## src/rtl/mbrt_pkg.sv

```systemverilog
// Shared defaults, per-stage shift helper and sample record for the mbrt rotation pipeline.
package mbrt_pkg;

  localparam int CW_DEF   = 20;
  localparam int FW_DEF   = 12;
  localparam int SEGW_DEF = 3;
  localparam int NSTG_DEF = 3;

  // Stage k scales its correction term down by SEGW*(k+2) bits.
  function automatic int rot_shift(input int segw, input int k);
    return segw * (k + 2);
  endfunction

  typedef struct packed {
    logic signed [CW_DEF-1:0]      x;
    logic signed [CW_DEF-1:0]      y;
    logic signed [FW_DEF-1:0]      xp;
    logic signed [FW_DEF-1:0]      yp;
    logic [NSTG_DEF*SEGW_DEF-1:0]  phi;
    logic [NSTG_DEF-1:0]           en;
    logic                          valid;
  } mbrt_sample_t;

endpackage

```

## src/rtl/mbrt_rot_stage.sv

```systemverilog
// One rotation stage: applies a scaled fine-offset correction to (x,y) and registers the record.
// Sums saturate when MBRT_ROT_SAT_EN is defined, otherwise they wrap.
module mbrt_rot_stage
  import mbrt_pkg::*;
#(
  parameter int CW   = CW_DEF,
  parameter int FW   = FW_DEF,
  parameter int SEGW = SEGW_DEF,
  parameter int NSTG = NSTG_DEF,
  parameter int K    = 0
) (
  input  logic                                 clk,
  input  logic                                 rst_n,
  input  logic                                 advance,
  input  logic [2*CW+2*FW+NSTG*SEGW+NSTG:0]    rec_in,
  output logic [2*CW+2*FW+NSTG*SEGW+NSTG:0]    rec_out
);

  localparam int PW = FW + SEGW;
  localparam int SH = rot_shift(SEGW, K);

  typedef struct packed {
    logic signed [CW-1:0]   x;
    logic signed [CW-1:0]   y;
    logic signed [FW-1:0]   xp;
    logic signed [FW-1:0]   yp;
    logic [NSTG*SEGW-1:0]   phi;
    logic [NSTG-1:0]        en;
    logic                   valid;
  } rec_t;

  rec_t                   cur;
  rec_t                   nxt;
  rec_t                   rec_r;
  logic signed [SEGW-1:0] phi_k;
  logic signed [PW-1:0]   prod_yp;
  logic signed [PW-1:0]   prod_xp;
  logic signed [CW-1:0]   del_x;
  logic signed [CW-1:0]   del_y;
  logic signed [CW-1:0]   x_new;
  logic signed [CW-1:0]   y_new;

  assign cur   = rec_in;
  assign phi_k = cur.phi[K*SEGW +: SEGW];

  assign prod_yp = $signed({{SEGW{cur.yp[FW-1]}}, cur.yp}) * $signed({{FW{phi_k[SEGW-1]}}, phi_k});
  assign prod_xp = $signed({{SEGW{cur.xp[FW-1]}}, cur.xp}) * $signed({{FW{phi_k[SEGW-1]}}, phi_k});

  // Arithmetic shift floors toward minus infinity, then sign-extend to the word width.
  assign del_x = CW'(prod_yp >>> SH);
  assign del_y = CW'(prod_xp >>> SH);

`ifdef MBRT_ROT_SAT_EN
  function automatic logic signed [CW-1:0] sat(input logic signed [CW:0] s);
    if (s[CW] != s[CW-1]) begin
      return s[CW] ? {1'b1, {(CW-1){1'b0}}} : {1'b0, {(CW-1){1'b1}}};
    end else begin
      return s[CW-1:0];
    end
  endfunction

  assign x_new = sat({cur.x[CW-1], cur.x} - {del_x[CW-1], del_x});
  assign y_new = sat({cur.y[CW-1], cur.y} + {del_y[CW-1], del_y});
`else
  assign x_new = cur.x - del_x;
  assign y_new = cur.y + del_y;
`endif

  always_comb begin
    nxt = cur;
    if (cur.en[K]) begin
      nxt.x = x_new;
      nxt.y = y_new;
    end else begin
      nxt.x = cur.x;
      nxt.y = cur.y;
    end
  end

  always_ff @(posedge clk or negedge rst_n) begin
    if (!rst_n) begin
      rec_r <= '0;
    end else if (advance) begin
      rec_r <= nxt;
    end else begin
      rec_r <= rec_r;
    end
  end

  assign rec_out = rec_r;

endmodule

```

## src/rtl/mbrt_rot_pipe.sv

```systemverilog
// Stallable pipeline: input register, NSTG rotation stages and an output register.
// Optional per-stage saturation is selected with the MBRT_ROT_SAT_EN macro.
module mbrt_rot_pipe
  import mbrt_pkg::*;
#(
  parameter int CW   = CW_DEF,
  parameter int FW   = FW_DEF,
  parameter int SEGW = SEGW_DEF,
  parameter int NSTG = NSTG_DEF
) (
  input  logic                    clk,
  input  logic                    rst_n,
  input  logic                    in_valid,
  output logic                    in_ready,
  input  logic [2*CW+2*FW-1:0]    lut_data,
  input  logic [NSTG*SEGW-1:0]    phi_rot,
  input  logic [NSTG-1:0]         en,
  output logic                    out_valid,
  input  logic                    out_ready,
  output logic signed [CW-1:0]    xs,
  output logic signed [CW-1:0]    ys
);

  localparam int RW = 2*CW + 2*FW + NSTG*SEGW + NSTG + 1;

  typedef struct packed {
    logic signed [CW-1:0]   x;
    logic signed [CW-1:0]   y;
    logic signed [FW-1:0]   xp;
    logic signed [FW-1:0]   yp;
    logic [NSTG*SEGW-1:0]   phi;
    logic [NSTG-1:0]        en;
    logic                   valid;
  } rec_t;

  logic          advance;
  rec_t          in_rec;
  rec_t          head_r;
  rec_t          tail;
  logic [RW-1:0] link [0:NSTG];
  logic          unused_tail;

  // The whole pipe moves together; bubbles are squeezed out only by the output slot draining.
  assign advance  = !out_valid || out_ready;
  assign in_ready = advance;

  always_comb begin
    in_rec       = '0;
    in_rec.x     = lut_data[2*CW+2*FW-1 -: CW];
    in_rec.y     = lut_data[CW+2*FW-1 -: CW];
    in_rec.xp    = lut_data[2*FW-1 -: FW];
    in_rec.yp    = lut_data[FW-1:0];
    in_rec.phi   = phi_rot;
    in_rec.en    = en;
    in_rec.valid = in_valid;
  end

  always_ff @(posedge clk or negedge rst_n) begin
    if (!rst_n) begin
      head_r <= '0;
    end else if (advance) begin
      head_r <= in_rec;
    end else begin
      head_r <= head_r;
    end
  end

  assign link[0] = head_r;

  for (genvar k = 0; k < NSTG; k++) begin : g_stage
    mbrt_rot_stage #(
      .CW   (CW),
      .FW   (FW),
      .SEGW (SEGW),
      .NSTG (NSTG),
      .K    (k)
    ) u_stage (
      .clk     (clk),
      .rst_n   (rst_n),
      .advance (advance),
      .rec_in  (link[k]),
      .rec_out (link[k+1])
    );
  end

  assign tail        = link[NSTG];
  assign unused_tail = ^{tail.xp, tail.yp, tail.phi, tail.en};

  always_ff @(posedge clk or negedge rst_n) begin
    if (!rst_n) begin
      out_valid <= 1'b0;
      xs        <= '0;
      ys        <= '0;
    end else if (advance) begin
      out_valid <= tail.valid;
      xs        <= tail.x;
      ys        <= tail.y;
    end else begin
      out_valid <= out_valid;
      xs        <= xs;
      ys        <= ys;
    end
  end

endmodule
```

## config.mk

```make
export PLATFORM = sky130hd
export DESIGN_NAME = mbrt_rot_pipe
export DESIGN_NICKNAME = d
export VERILOG_FILES = /design/src/rtl/mbrt_pkg.sv /design/src/rtl/mbrt_rot_stage.sv /design/src/rtl/mbrt_rot_pipe.sv
export SDC_FILE = /design/constraint.sdc
export NUM_CORES = 1
export LEC_CHECK = 0
export CORE_MARGIN = 2
export CORE_UTILIZATION = 47
export CTS_BUF_LIST = sky130_fd_sc_hd__clkbuf_2 sky130_fd_sc_hd__clkbuf_4 sky130_fd_sc_hd__clkbuf_8
export DETAILED_ROUTE_END_ITERATION = 16
export GPL_TIMING_DRIVEN = 0
export PLACE_DENSITY_LB_ADDON = 0.12
export SLEW_MARGIN = 20
export SYNTH_ARGS = -nofsm -noshare
export SYNTH_HDL_FRONTEND = slang
export SYNTH_HIERARCHICAL = 1
export SYNTH_SLANG_ARGS = --single-unit
```

## constraint.sdc

```tcl
create_clock -name clk -period 5.56 [get_ports clk]
set_clock_uncertainty 0.2 [all_clocks]
set_input_delay 1.112 -clock clk [delete_from_list [all_inputs] [get_ports clk]]
set_output_delay 1.112 -clock clk [all_outputs]
set_load 0.005 [all_outputs]
```

After elaboration in Yosys (flattened, before gate mapping)
Cells that the tools add are included.

Muxes and demuxes: 3. $mul: 6. Add/subtract/negate cells: 6. Reductions and logical operators: 2.

Operators with widths (count): 2-to-1 mux 40 bit (3); multiplier 12 x 3 -> 15 bit (6); adder 20 x 3 -> 20 bit (1); adder 20 x 6 -> 20 bit (1); adder 20 x 9 -> 20 bit (1); subtractor 20 x 3 -> 20 bit (1); subtractor 20 x 6 -> 20 bit (1); subtractor 20 x 9 -> 20 bit (1); zero test 1 bit (1); logical OR 1 bit (1).

Logic and storage cells: 44. Output and inout bits: 42. Flip-flop bits (word level): 313. Input bits: 80.

Logic depth before layout (Yosys ltp)
Gate-level depths: netlist of run 1.

Word-level depth: 3. Mapped depth: 24.

Hierarchy
The synthesis of run 1 kept the hierarchy.

Modules (own cells, without submodules): mbrt_rot_stage (g_stage[2].u_stage) (area an instance 6866.6 sq um, seq. area each 1926.8 sq um, times used 1, cells each 742); mbrt_rot_stage (g_stage[0].u_stage) (area an instance 6809.0 sq um, seq. area each 1926.8 sq um, times used 1, cells each 711); mbrt_rot_stage (g_stage[1].u_stage) (area an instance 6647.6 sq um, seq. area each 1926.8 sq um, times used 1, cells each 697); mbrt_rot_pipe (area an instance 4815.9 sq um, seq. area each 2952.8 sq um, times used 1, cells each 250).

Worst setup path before layout of run 1
OpenSTA, ideal clock, no wires.

Path type: flip-flop to flip-flop. Start: register g_stage[1].u_stage.rec_r (netlist bit g_stage[1].u_stage/rec_out[12]). End: register g_stage[2].u_stage.rec_r (netlist bit g_stage[2].u_stage/rec_out[53]). Cell stages (with the launch flop): 22. Buffers on the path: 1. Setup time: 0.125 ns. Required time: 5.235 ns. Arrival time: 5.627 ns. Clock period less this slack: 5.952 ns. Path slack: -0.392 ns. Cells stage by stage: dfrtp_1 > clkbuf_1 > nor2b_1 > fa_1 > ha_1 > ha_1 > nand3_1 > o21ai_0 > a21oi_1 > o21ai_0 > a31oi_1 > xnor2_1 > ha_1 > nor2b_1 > o31a_1 > o221ai_1 > a21oi_1 > a21o_1 > o41ai_1 > xor2_1 > a21oi_1 > mux2_2.

Longest elaborated chain between the ends: 3.

Ends and longest elaborated chain: from (decl) (RTL line mbrt_rot_stage.sv:34) `rec_t rec_r;`; from (signal assigned) (RTL line mbrt_rot_stage.sv:84) `rec_r <= nxt;`; from (signal assigned) (RTL line mbrt_rot_stage.sv:86) `rec_r <= rec_r;`; multiplier 12 x 3 -> 15 bit (RTL line mbrt_rot_stage.sv:47) `assign prod_xp = $signed({{SEGW{cur.xp[FW-1]}}, cur.xp}) * $signed({{FW{phi_k[SEGW-1]}}, phi_k});`; adder 20 x 3 -> 20 bit (RTL line mbrt_rot_stage.sv:66) `assign y_new = cur.y + del_y;`; 2-to-1 mux 40 bit (RTL line mbrt_rot_stage.sv:71) `if (cur.en[K]) begin`; to (signal assigned) (RTL line mbrt_rot_stage.sv:84); to (signal assigned) (RTL line mbrt_rot_stage.sv:86); to (decl) (RTL line mbrt_rot_stage.sv:34).

Every way passes these cells. A chain may end at the register's enable or synchronous reset.

Worst setup path in the final report of run 1
Start: register g_stage[0].u_stage.rec_r (netlist bit g_stage[0].u_stage/rec_out[7]). End: register g_stage[1].u_stage.rec_r (netlist bit g_stage[1].u_stage/rec_out[56]).

Longest elaborated chain between the ends: 3.

Ends and longest elaborated chain (RTL line): from (decl) (mbrt_rot_stage.sv:34); from (signal assigned) (mbrt_rot_stage.sv:84); from (signal assigned) (mbrt_rot_stage.sv:86); multiplier 12 x 3 -> 15 bit (mbrt_rot_stage.sv:47); adder 20 x 6 -> 20 bit (mbrt_rot_stage.sv:66); 2-to-1 mux 40 bit (mbrt_rot_stage.sv:71).

Every way passes these cells.

==> run summary, run 1 <==
Final period util -> 0.992
status -> finished, final reports clean
syn nets -> 2663
Syn Inst Count -> 2298
core area -> 49100 sq um
Top-Level Pins -> 122
Max Cap Viol -> 0
CP startpoint kind -> register
clock transition at the registers of the reported paths -> 60 ps
met1 WL -> 30.3 mm
vias in the first global route -> 18000
worst slew pin tran -> 1240 ps
Place WS -> -1310 ps
Clock Latency Late Sink -> 680 ps
Total GRT Usage -> 0.253
DRT Pass-1 Iters -> 5
routed vias -> 18300
ANT nets after route -> 0
Slew Limit Fails -> 0
per-cell routed wire length -> 20.0 microns
Area Growth Syn to Fin -> 22.3%
Clock Tree Buf Depth -> 3
worst min-delay path class -> primary input to asynchronous set/reset pin
worst-path maximum fanout -> 8
first-pass GRT wire length -> 102 mm
detailed-route DRC error count -> 0
cell area after layout -> 28600 sq um
Rel. slew slack -> 0.165
Worst Path Class, Setup -> register to register
final setup violation count -> 0
crit end category -> register
Num CTS Buffers -> 53
Worst Reg-to-Reg Cells -> 23
R2R setup slack -> 50 ps
DR top layer -> met4
Cell Count Post-Placement -> 3087
Remaining Overflow, GRT -> 0
final WL -> 65.1 mm
fin util -> 0.583
Final Hold Vio Count -> 0
Worst Path Required -> 5960 ps
Synth Cell Area -> 23400 sq um
Mapped Avg Cell Area -> 10.2 sq um
layout cells sized above 1 -> 0.238
setup repair after global routing missed its margin -> true
routed wire length on met3 -> 2.55 mm
drt initial violations -> 1057
fin crit period -> 5510 ps
initial core utilization -> 0.477
area post-placement -> 25600 sq um
FP Rows -> 81
Root Driver -> clkbuf_8
Layout fillers -> 4269
fmax -> 0.181 GHz
dpl hpwl -> 48.4 mm
CP Data Arrival Time -> 5910 ps
Synth Warn # -> 6
H-tree depth -> 2
CTS tree -> built
fin worst setup slack -> 46.3 ps
hold_buf cts -> 0
Via density -> 5.62
worst r2r src -> g_stage[0].u_stage/rec_out[7]
Die Area -> 51600 sq um
die span in x -> 227 microns
IO buf count -> 121
initial antenna violation count -> 1
CTS sink cnt -> 301
metal2 WL -> 30.7 mm
Die Ht -> 227 microns
Final GP Congestion -> 0.895
largest net degree at the start of global routing -> 74
nets -> 2914
Finished Layout Cells -> 3256
RR Endpoint -> g_stage[1].u_stage/rec_out[56]
-- worst max-delay path by stage --
stage | from | end | depth (start not counted)
floorplan | g_stage[1].u_stage/rec_out[12] | g_stage[2].u_stage/rec_out[53] | 20
global placement | rst_n | head_r[21] | 1
detailed placement | g_stage[0].u_stage/rec_out[9] | g_stage[1].u_stage/rec_out[56] | 22
CTS | head_r[5] | g_stage[0].u_stage/rec_out[56] | 23
global route | g_stage[0].u_stage/rec_out[7] | g_stage[1].u_stage/rec_out[56] | 23
finish | g_stage[0].u_stage/rec_out[7] | g_stage[1].u_stage/rec_out[56] | 23
-- flip-flops by register name (all words and copies together) (netlist names) --
signal,cells
g_stage.u_stage/rec_out,183
out_valid,1
head_r,77
xs,20
ys,20
-- worst max-delay path, cell delays in order (launching register included) --
cell       delay, ps
dfrtp_2          450
buf_6            150
and2_1           150
fa_1             600
ha_4             220
ha_4             170
o31ai_4          230
a21oi_2           50
a311oi_2         340
o2111ai_2        190
a21oi_2          210
xor2_2           160
buf_6            150
clkinv_8          90
ha_4             310
a21oi_2           60
o21a_1           220
a21boi_2         150
a41o_1           160
a211oi_2          90
o41a_1           450
xnor2_1          150
or3_1            340
a31oi_1          160
-- layer usage --
metal,vias to the layer above,global-route usage
met5,-,0
met4,0,0.0590
met3,91,0.0307
met2,393,0.424
met1,9077,0.350
li1,8735,-
-- layout make-up --
| type | instances | area [sq um] | area share |
|---|---|---|---|
| antenna | 1 | 2.50 | 0.0000874 |
| buffer | 96 | 592 | 0.0207 |
| clock buffer | 81 | 1020 | 0.0357 |
| clock inverter | 16 | 184 | 0.00643 |
| inverter | 61 | 241 | 0.00844 |
| multi-input combinational | 1839 | 16300 | 0.570 |
| sequential | 301 | 7540 | 0.264 |
| tap | 664 | 831 | 0.0290 |
| timing repair buffer | 197 | 1900 | 0.0665 |
-- timing repair --
action                                  CTS  global route
setup buffers                            35            35
gates cloned                              2             3
pin swaps                                44           102
resized for setup                       115           162
endpoints found under the setup margin   74            57
-- cell usage in the layout (no fill, tap or decap), types with 15 or more instances in the layout --
master           instances
ha_1                   170
or2_2                   15
xnor2_1                 65
o21a_1                  21
nand2b_1                15
dfrtp_1                293
buf_4                   68
or3_1                   23
mux2_4                 103
xor2_1                  38
fa_1                    69
mux2_2                 102
buf_1                   19
clkbuf_1                42
nand4_1                 22
and2_1                 114
and3_1                  18
a31oi_1                 26
a21o_1                  29
clkbuf_8                69
inv_1                   59
a21oi_2                 22
mux2i_1                 58
nor2b_1                 80
clkdlybuf4s50_1        120
clkbuf_4                18
ha_4                    32
o21ai_0                 48
buf_6                   24
nand2_1                104
nor3_1                  49
nor2_1                 175
a21oi_1                145
nand3_1                 39
-- through the flow --
step / hold slack (ps) / setup TNS [ps]
finish: 112 / 0
floorplan: 230 / -23.0
global placement: 246 / -2998520
CTS: 86.5 / -42.0
global route: 112 / -908
detailed placement: 253 / -36950
Power of run 1 is left out: the tool's default activity adds up to more than one toggle a clock period on the data nets, which glitch-free logic cannot reach.
==> run 2: changes to the inputs <==
==> constraint.sdc (replaced) <==
create_clock -name clk -period 5.56 [get_ports clk]
set_clock_uncertainty 0.2 [all_clocks]
set_input_delay 1.668 -clock clk [delete_from_list [all_inputs] [get_ports clk]]
set_output_delay 1.668 -clock clk [all_outputs]
set_load 0.005 [all_outputs]
==> results of run 2 <==
Same layout as run 1 (identical final DEF). Status: finished, final reports clean.
Main changes from that run: hold slack 112 ps -> 271 ps
Power of run 2 is left out for the same reason.
==> run 3: changes to the inputs <==
Settings changed: ABC_AREA set to 0.
==> results of run 3 <==
Same layout as run 1 (identical final DEF). Status: finished, final reports clean.
Main changes from that run: hold slack 112 ps -> 271 ps
Power of run 3 is left out for the same reason.
